**src/rtl/pipe_pkg.sv**
```systemverilog
//==============================================================================
// Module : pipe_pkg
// Brief  : Shared defaults, stage-occupancy state type and control bit indices
//          for the inter-stage pipeline register.
// Rev    : 1.0
//==============================================================================
`default_nettype none

package pipe_pkg;

    localparam int unsigned C_DATA_W = 64;
    localparam int unsigned C_CTRL_W = 12;
    localparam int unsigned C_CNT_W  = 16;

    typedef enum logic [1:0] {
        ST_EMPTY = 2'd0,
        ST_ONE   = 2'd1,
        ST_TWO   = 2'd2
    } pipe_state_e;

    // Bit positions inside the control sideband
    localparam int unsigned C_CTRL_REG_WRITE   = 0;
    localparam int unsigned C_CTRL_MEM_WRITE   = 1;
    localparam int unsigned C_CTRL_MEM_READ    = 2;
    localparam int unsigned C_CTRL_REG_SRC_LSB = 3;

endpackage

`default_nettype wire

```
**src/rtl/pipe_sat_cnt.sv**
```systemverilog
//==============================================================================
// Module : pipe_sat_cnt
// Brief  : Saturating up-counter; holds at all-ones, cleared by reset.
// Rev    : 1.0
//==============================================================================
`default_nettype none

module pipe_sat_cnt #(
    parameter int unsigned CNT_W = 16
) (
    input  logic             clk,
    input  logic             rst_n,
    input  logic             inc_i,
    output logic [CNT_W-1:0] cnt_o
);

    logic [CNT_W-1:0] cnt_q;
    logic [CNT_W-1:0] cnt_d;

    always_comb begin
        cnt_d = cnt_q;
        if (inc_i && (cnt_q != {CNT_W{1'b1}})) begin
            cnt_d = cnt_q + CNT_W'(1);
        end
    end

    always_ff @(posedge clk) begin
        if (!rst_n) begin
            cnt_q <= '0;
        end else begin
            cnt_q <= cnt_d;
        end
    end

    assign cnt_o = cnt_q;

endmodule

`default_nettype wire

```
**src/rtl/pipe_stage_buf.sv**
```systemverilog
//==============================================================================
// Module : pipe_stage_buf
// Brief  : Inter-stage pipeline register with valid/ready handshake, flush,
//          bubble gating of control and a saturating stall counter.
//          Define PIPE_STAGE_SKID_EN for a two-entry skid buffer with a
//          registered ready_o; otherwise a single entry with pass-through ready.
// Rev    : 1.0
//==============================================================================
`default_nettype none

module pipe_stage_buf
    import pipe_pkg::*;
#(
    parameter int unsigned DATA_W = C_DATA_W,
    parameter int unsigned CTRL_W = C_CTRL_W,
    parameter int unsigned CNT_W  = C_CNT_W
) (
    input  logic              clk,
    input  logic              rst_n,
    input  logic              valid_i,
    output logic              ready_o,
    input  logic [DATA_W-1:0] data_i,
    input  logic [CTRL_W-1:0] ctrl_i,
    input  logic              flush_i,
    output logic              valid_o,
    input  logic              ready_i,
    output logic [DATA_W-1:0] data_o,
    output logic [CTRL_W-1:0] ctrl_o,
    output logic [CNT_W-1:0]  stall_cnt_o
);

    pipe_state_e       state_q,     state_d;
    logic [DATA_W-1:0] head_data_q, head_data_d;
    logic [CTRL_W-1:0] head_ctrl_q, head_ctrl_d;
    logic              w_in_xfer;
    logic              w_out_xfer;

    assign valid_o    = (state_q != ST_EMPTY);
    assign w_in_xfer  = valid_i && ready_o;
    assign w_out_xfer = valid_o && ready_i;
    assign data_o     = head_data_q;
    // A bubble must never present a write enable downstream
    assign ctrl_o     = head_ctrl_q & {CTRL_W{valid_o}};

`ifdef PIPE_STAGE_SKID_EN
    logic [DATA_W-1:0] skid_data_q, skid_data_d;
    logic [CTRL_W-1:0] skid_ctrl_q, skid_ctrl_d;
    logic              ready_q,     ready_d;

    assign ready_o = ready_q;

    always_comb begin
        state_d     = state_q;
        head_data_d = head_data_q;
        head_ctrl_d = head_ctrl_q;
        skid_data_d = skid_data_q;
        skid_ctrl_d = skid_ctrl_q;
        case (state_q)
            ST_EMPTY: begin
                if (w_in_xfer) begin
                    state_d     = ST_ONE;
                    head_data_d = data_i;
                    head_ctrl_d = ctrl_i;
                end
            end
            ST_ONE: begin
                if (w_in_xfer && w_out_xfer) begin
                    head_data_d = data_i;
                    head_ctrl_d = ctrl_i;
                end else if (w_in_xfer) begin
                    state_d     = ST_TWO;
                    skid_data_d = data_i;
                    skid_ctrl_d = ctrl_i;
                end else if (w_out_xfer) begin
                    state_d     = ST_EMPTY;
                end
            end
            ST_TWO: begin
                if (w_out_xfer) begin
                    state_d     = ST_ONE;
                    head_data_d = skid_data_q;
                    head_ctrl_d = skid_ctrl_q;
                end
            end
            default: state_d = ST_EMPTY;
        endcase
        if (flush_i) begin
            state_d = ST_EMPTY;
        end
        // Ready is precomputed from the next state so it comes straight off a flop
        ready_d = (state_d != ST_TWO);
    end
`else
    assign ready_o = !valid_o || ready_i;

    always_comb begin
        state_d     = state_q;
        head_data_d = head_data_q;
        head_ctrl_d = head_ctrl_q;
        case (state_q)
            ST_EMPTY: begin
                if (w_in_xfer) begin
                    state_d     = ST_ONE;
                    head_data_d = data_i;
                    head_ctrl_d = ctrl_i;
                end
            end
            ST_ONE: begin
                if (w_in_xfer) begin
                    head_data_d = data_i;
                    head_ctrl_d = ctrl_i;
                end else if (w_out_xfer) begin
                    state_d     = ST_EMPTY;
                end
            end
            default: state_d = ST_EMPTY;
        endcase
        if (flush_i) begin
            state_d = ST_EMPTY;
        end
    end
`endif

    always_ff @(posedge clk) begin
        if (!rst_n) begin
            state_q     <= ST_EMPTY;
            head_data_q <= '0;
            head_ctrl_q <= '0;
`ifdef PIPE_STAGE_SKID_EN
            skid_data_q <= '0;
            skid_ctrl_q <= '0;
            ready_q     <= 1'b1;
`endif
        end else begin
            state_q     <= state_d;
            head_data_q <= head_data_d;
            head_ctrl_q <= head_ctrl_d;
`ifdef PIPE_STAGE_SKID_EN
            skid_data_q <= skid_data_d;
            skid_ctrl_q <= skid_ctrl_d;
            ready_q     <= ready_d;
`endif
        end
    end

    pipe_sat_cnt #(
        .CNT_W (CNT_W)
    ) u_stall_cnt (
        .clk   (clk),
        .rst_n (rst_n),
        .inc_i (valid_o && !ready_i),
        .cnt_o (stall_cnt_o)
    );

endmodule

`default_nettype wire
```
**config.mk**
```make
export PLATFORM = sky130hd
export DESIGN_NAME = pipe_stage_buf
export DESIGN_NICKNAME = d
export VERILOG_FILES = /design/src/rtl/pipe_pkg.sv /design/src/rtl/pipe_sat_cnt.sv /design/src/rtl/pipe_stage_buf.sv
export SDC_FILE = /design/constraint.sdc
export NUM_CORES = 1
export LEC_CHECK = 0
export CAP_MARGIN = 40
export CORE_ASPECT_RATIO = 0.8
export CORE_MARGIN = 1.5
export CORE_UTILIZATION = 42
export DETAILED_ROUTE_END_ITERATION = 10
export HOLD_SLACK_MARGIN = 0.08
export PLACE_DENSITY = 0.8
export SLEW_MARGIN = 20
export SYNTH_ARGS = -nofsm -noshare
export SYNTH_HDL_FRONTEND = slang
export SYNTH_HIERARCHICAL = 1
export SYNTH_SLANG_ARGS = --single-unit
```
**constraint.sdc**
```tcl
create_clock -name clk -period 2.15 [get_ports clk]
set_clock_uncertainty 0.2 [all_clocks]
set_input_delay 0.5375 -clock clk [delete_from_list [all_inputs] [get_ports clk]]
set_output_delay 0.5375 -clock clk [all_outputs]
set_load 0.02 [all_outputs]
```
==> results of run 1 <==
## cells by family after synthesis
kind of cell | Yosys count | share of synthesized area [%]
simple gates | 215 | 24.2
flops | 93 | 46.9
mux | 79 | 19.9
buf+inv | 34 | 4.76
compound gates | 22 | 3.47
xor+xnor | 2 | 0.441
fa+ha+maj | 1 | 0.315
## cell type report
cell class,instances,area [µm²],area share (%)
sequential,93,1860,29.9
tap,115,144,2.31
clock inverter,5,83.8,1.35
timing repair buffer,193,1930,31.0
clock buffer,11,243,3.90
inverter,5,21.3,0.342
multi-input combinational,319,1940,31.2
## what timing repair did
action,CTS,global route
endpoints found under the setup margin,26,11
buffers inserted,3,0
resized for setup,32,6
pin swaps,2,1
## where the power goes
part	switching, mW	leakage, nW	internal (mW)
sequential	0.0476	0.764	1.82
combinational	0.312	1.82	0.376
clock	0.661	0.152	1.05
total	1.02	2.73	3.25
## state kept, by name (all words and copies together) (netlist names)
register / count
data_o: 64
u_stall_cnt/cnt_o: 16
state_q: 1
head_ctrl_q: 12
## worst min-delay path, cell delays in order, from the launching register on
cell and delay, ps:
dfxtp_1 310, nand2_1 50, mux2i_1 50
## final timing paths
check | start | end | slack (ps) | depth (start not counted)
worst max-delay path | ready_i | u_stall_cnt/cnt_o[9]$_SDFFE_PN0P_ | 30 | 8
worst min-delay path | head_ctrl_q[5]$_SDFFE_PN0P_ | head_ctrl_q[5]$_SDFFE_PN0P_ | 250 | 2
worst max register to register | state_q[0]$_SDFFE_PP0P_ | u_stall_cnt/cnt_o[9]$_SDFFE_PN0P_ | 220 | 8
worst min register to register | head_ctrl_q[5]$_SDFFE_PN0P_ | head_ctrl_q[5]$_SDFFE_PN0P_ | 250 | 2
## cell usage after synthesis, drive strengths merged, types with 2 or more instances
master,number
nand2b,3
o31ai,5
nand2,162
nand3,6
dfxtp,93
nor3b,2
nor3,2
nand4,4
a21oi,9
or4,5
mux2i,79
nor4,4
inv,5
and2,13
or3,3
o21ai,4
clkbuf,8
nor2,6
and4,3
buf,21
## metrics by stage
step,instance area (µm²),hold WS [ps],util (%),total power [mW],setup TNS [ps]
finish,6230,253,68.3,4.27,0
global route,6230,264,68.3,4.43,-124
CTS,6210,254,68.1,4.31,0
detailed placement,5870,244,64.4,2.60,-5080
global placement,5870,237,64.4,2.58,-3420
floorplan,3970,230,-,2.23,0
## routing by layer
layer | track usage, % | share of wire, % | vias to the layer above
met5 | 0 | 0 | -
met1 | 24.7 | 43 | 1679
li1 | - | - | 1839
met3 | 8.56 | 8.5 | 19
met4 | 7.70 | 2.2 | 0
met2 | 35.1 | 47 | 123
==> results.tsv, run 1 <==
stage	metric	value	unit
synthesis	synthArstFlopShare	0	%
synthesis	avgSynthCellArea	8.90	µm²
clock_tree	cts_hold_buf	0	
critical_path	cp_max_fo	8	
finish	nNetsFinal	703	
critical_path	crit_slowest_cell	or4_1	
clock_tree	clock_sinks	93	
grt	antenna_found_initial	0	
timing	final_max_slew_viol_count	0	
timing	max_slew_margin	71.8	%
power	leakagePower	2.73	nW
critical_path	start_kind	input pin	
timing	fin_crit	2120	ps
synthesis	netlist_area	0.00397	mm²
synthesis	synth_cell_types	35	
critical_path	path_delay_family	simple AND/OR/NAND/NOR gates	
timing	setup_slack	27.0	ps
floorplan	die_h	90.0	µm
timing	finalHoldViolations	0	
synthesis	ys_warn_count	6	
grt	grt_remaining_overflow	0	
routing	routed_wl	10400	µm
routing	drc	0	
finish	fill_cells	735	
synthesis	ys.flop_type	dfxtp_1	
grt	grt_pass1_wl	17600	µm
clock_tree	numCtsBuffers	9	
synthesis	synth-edff-count	0	
critical_path	crit_chain	clkdlybuf4s50_1, nand2b_4, buf_6, inv_4, buf_4, nand2_1, or4_1, a21oi_1	
placed_design	place_ws	-430	ps
synthesis	postSynthCellCount	446	
finish	layout_commonest_cell	nand2_1	
critical_path	slowest_delay	520	ps
finish	diodes	0	
timing	fin_crit_sh	98.7	%
critical_path	crit_buf_inv	4	
finish	layout.cells.non_filler	741	
routing	drtIter0Drc	117	
routing	vias	3660	
placed_design	hpwl	7400	µm
timing	finalSetupViolCount	0	
synthesis	seq_area_frac_synth	46.9	%
placed_design	dp.cells	722	
clock_tree	insertion_delay	340	ps
outcome	status	complete, no violations	
clock_tree	clockRootBuffer	clkbuf_16	
synthesis	synth.top_cell.area_share	46.9	%
synthesis	ys_ff_latch	93	
routing	via_per_inst	4.94	
placed_design	place.gp.congestion	0.747	
grt	grt_pass1_vias	3638	
finish	areaGrowthSynthToFinish	56.8	%
critical_path	crit_type	in2reg	
routing	firstDrtPassIters	4	
routing	avgRoutedWirePerCell	14.0	µm
worst_hold_path	hold_class	reg2reg	
synthesis	yosysTopAreaCell	dfxtp_1	
clock_tree	clockBufferDepth	2	
grt	grt_max_degree	73	
floorplan	rows	31	
critical_path	crit_required	2220	ps
floorplan	design.die.area	0.0101	mm²
finish	final_cell_mix	162 x nand2_1, 143 x clkdlybuf4s50_1, 93 x dfxtp_1	
synthesis	synth_nets	528	
power	p_per_area	685	mW/mm²
timing	tightest_slew	423	ps
run	max-cap-violations	0	
floorplan	ios	175	
clock_tree	cts_tree	yes	
critical_path	crit_arrival	2190	ps
clock_tree	clkTransAtPathRegs	70	ps
power	ir_worst_vdd	0.711	mV
placed_design	port-buffer-count	174	
synthesis	synth_area_leaders	dfxtp_1 47%, mux2i_1 20%, nand2_1 15%, and2_1 2.0%, buf_2 1.9%	
grt	grt_usage	21.2	%
timing	rsz0062_at_grt	yes	
floorplan	die_w	112	µm
routing	drtAntennaViolNets	0	
timing	timing.fmax	471	MHz
floorplan	coreArea	0.00911	mm²
clock_tree	cts_max_level	3	
finish	drive_above_1_share	7.03	%
critical_path	endpoint_kind	flop	
floorplan	start_util	43.6	%
Note: power is estimated with default switching activity, not from simulation.
==> inputs of run 2 (changes only) <==
--- a/config.mk
+++ b/config.mk
@@ -5,13 +5,14 @@
 export SDC_FILE = /design/constraint.sdc
 export NUM_CORES = 1
 export LEC_CHECK = 0
+export ABC_AREA = 1
 export CAP_MARGIN = 40
 export CORE_ASPECT_RATIO = 0.8
 export CORE_MARGIN = 1.5
-export CORE_UTILIZATION = 42
+export CORE_UTILIZATION = 45
 export DETAILED_ROUTE_END_ITERATION = 10
-export HOLD_SLACK_MARGIN = 0.08
-export PLACE_DENSITY = 0.8
+export HOLD_SLACK_MARGIN = 0.03
+export PLACE_DENSITY = 0.81
 export SLEW_MARGIN = 20
 export SYNTH_ARGS = -nofsm -noshare
 export SYNTH_HDL_FRONTEND = slang
==> run 2 against run 1 <==
Worst setup slack improved by 12 ps. Wire length increased by 22%. Critical endpoint is now stall_cnt_o[1]. Sequential share of layout area decreased by 3.0 points. Flip-flop and latch count unchanged. Utilization decreased by 1.2 points. Largest cell class unchanged. Final area increased by 11%. Largest power group unchanged. First-iteration DRC count increased by 130%. Die area increased by 13%. Combinational power increased by 29%. Critical path depth decreased by 7. Maximum frequency increased by 0.55%. Final cell count increased by 32%.
==> results.tsv, run 2 <==
stage	metric	value	unit
grt	grt_usage	22.4	%
critical_path	crit_required	1410	ps
grt	grt_pass1_vias	4457	
worst_hold_path	hold_class	reg2reg	
finish	drive_above_1_share	14.3	%
clock_tree	clock_sinks	93	
synthesis	postSynthCellCount	680	
finish	largest_reg_flops	64	
clock_tree	clkTransAtPathRegs	60	ps
synthesis	synth_most_common_cell	nand2_1	
placed_design	place.gp.congestion	0.843	
critical_path	start_kind	flop	
synthesis	ys.flop_type	dfxtp_1	
clock_tree	insertion_delay	340	ps
synthesis	seq_area_frac_synth	38.6	%
synthesis	synth_common_cells	130 x nand2_1, 111 x nor2_1, 99 x inv_1	
critical_path	crit_chain	clkdlybuf4s50_1	
critical_path	crit_slowest_cell	clkdlybuf4s50_1	
routing	firstDrtPassIters	5	
synthesis	synth-edff-count	0	
power	p_per_area	619	mW/mm²
finish	final_core_util	67.1	%
floorplan	rows	33	
timing	timing.fmax	474	MHz
critical_path	endpoint_kind	output pin	
worst_hold_path	holdPathEnd	data_o[44]$_SDFFE_PN0P_	
routing	drc	0	
floorplan	start_util	46.7	%
synthesis	synth.top_cell.area_share	38.6	%
critical_path	startpoint	u_stall_cnt/cnt_o[1]$_SDFFE_PN0P_	
finish	nNetsFinal	918	
finish	layout_commonest_cell	clkdlybuf4s50_1	
synthesis	synth_cell_types	26	
routing	routed_wl	12700	µm
critical_path	cp_max_fo	4	
routing	via_per_inst	4.81	
critical_path	path_delay_family	buffers and inverters	
synthesis	yosysTopAreaCell	dfxtp_1	
timing	max_slew_margin	72.9	%
finish	fill_cells	866	
outcome	status	complete, no violations	
critical_path	r2r-end	u_stall_cnt/cnt_o[13]$_SDFFE_PN0P_	
floorplan	ios	175	
clock_tree	cts_tree	yes	
grt	grt_remaining_overflow	0	
timing	fin_crit	2110	ps
synthesis	netlist_area	0.00482	mm²
synthesis	avgSynthCellArea	7.09	µm²
power	leakagePower	3.44	nW
critical_path	slowest_delay	630	ps
grt	grt_pass1_wl	20500	µm
clock_tree	cts_max_level	3	
clock_tree	clockBufferDepth	2	
clock_tree	post_cts_buffers	0	
critical_path	crit_type	reg2out	
timing	setup_slack	38.6	ps
floorplan	die_w	119	µm
timing	finalSetupViolCount	0	
synthesis	synth_nets	762	
synthesis	ys_warn_count	6	
critical_path	crit_arrival	1370	ps
routing	vias	4709	
synthesis	synth_area_leaders	dfxtp_1 39%, a21oi_2 11%, nand2_1 10%, nand3_1 9.1%, nor2_1 8.6%	
critical_path	reg2reg_depth	10	
timing	finalHoldViolations	0	
routing	drtIter0Drc	272	
finish	final_cell_mix	145 x clkdlybuf4s50_1, 130 x nand2_1, 111 x nor2_1	
synthesis	synthArstFlopShare	0	%
placed_design	place_ws	-381	ps
placed_design	port-buffer-count	174	
clock_tree	clockRootBuffer	clkbuf_16	
grt	grt_max_degree	94	
timing	tightest_slew	406	ps
power	ir_worst_vdd	0.565	mV
synthesis	ys_ff_latch	93	
routing	avgRoutedWirePerCell	12.9	µm
grt	antenna_found_initial	0	
finish	areaGrowthSynthToFinish	43.7	%
worst_hold_path	hp-start	data_o[44]$_SDFFE_PN0P_	
critical_path	crit_buf_inv	1	
floorplan	die_h	95.6	µm
finish	diodes	0	
floorplan	coreArea	0.0103	mm²
placed_design	hpwl	9060	µm
critical_path	reg2reg_slack	290	ps
floorplan	design.die.area	0.0113	mm²
clock_tree	numCtsBuffers	9	
timing	fin_crit_sh	98.2	%
routing	drtAntennaViolNets	0	
timing	final_max_slew_viol_count	0	
worst_hold_path	holdPathStages	2	
critical_path	worstReg2RegStart	state_q[0]$_SDFFE_PP0P_	
run	max-cap-violations	0	
run 2: cell types whose count changed after synthesis, moves of 13 or more:
| cell | before | now |
|---|---|---|
| a21oi_1 | 9 | 24 |
| a21oi_2 | 0 | 60 |
| and2_1 | 13 | 0 |
| inv_1 | 5 | 99 |
| mux2i_1 | 79 | 0 |
| nand2_1 | 162 | 130 |
| nand3_1 | 6 | 88 |
| nor2_1 | 6 | 111 |
run 2: repair_timing:
action                                  4_1_cts  5_1_grt
hold buffers                                  0        0
pin swaps                                     0        1
endpoints found under the setup margin       19       23
gates resized for setup                      22       14
run 2: worst max-delay path by stage:
stage	to	slack [ps]	cells past startpoint
2_1_floorplan	u_stall_cnt/cnt_o[13]$_SDFFE_PN0P_	170	11
3_3_place_gp	ready_o	-400	4
3_5_place_dp	ready_o	-380	4
4_1_cts	stall_cnt_o[3]	2	1
5_1_grt	stall_cnt_o[1]	-10	1
6_report	stall_cnt_o[1]	40	1
run 2: cell type report:
class                   count  area, µm²  share of cell area (%)
repair buffers            192       2000                    28.8
multi-input cells         440       2240                    32.4
clock buffers              11        253                    3.65
inverters                 100        375                    5.42
well taps                 140        175                    2.53
clock inverters             4       23.8                   0.343
flip-flops and latches     93       1860                    26.9
run 2: cell families after synthesis:
logic type / count (synthesis) / synth area share [%]
AO/OA/AOI/OAI: 84 / 13.4
adder cells (fa/ha/maj): 1 / 0.260
buffers and inverters: 147 / 15.1
flip-flops: 93 / 38.6
AND/OR/NAND/NOR: 355 / 32.7
run 2: per-layer routing:
layer	share of wire [%]	GRT usage (%)
met1	40	24.8
met3	10	9.63
met2	49	40.2
met4	0.99	5.42
met5	0	0
run 2: metrics by stage:
stage / hold slack (ps) / power (mW) / instances / setup TNS (ps) / cell area [µm²]
finish: 284 / 4.29 / 980 / 0 / 6930
global route: 311 / 4.48 / 980 / -13.8 / 6930
CTS: 288 / 4.34 / 980 / 0 / 6880
detailed placement: 273 / 2.84 / 965 / -14450 / 6630
global placement: 261 / 2.81 / 965 / -13180 / 6630
floorplan: 261 / 2.43 / 680 / 0 / 4820
run 2: tightest hold or removal path: stages, from the launching register on:
cell     delay (ps)
dfxtp_1         330
a21oi_1          40
nor2_1           80
run 2: report_power, final:
| part | internal (mW) | total (mW) | leakage (nW) | switching, mW |
|---|---|---|---|---|
| clock | 0.837 | 1.49 | 0.141 | 0.655 |
| sequential | 1.83 | 1.91 | 0.769 | 0.0741 |
| combinational | 0.455 | 0.888 | 2.53 | 0.434 |
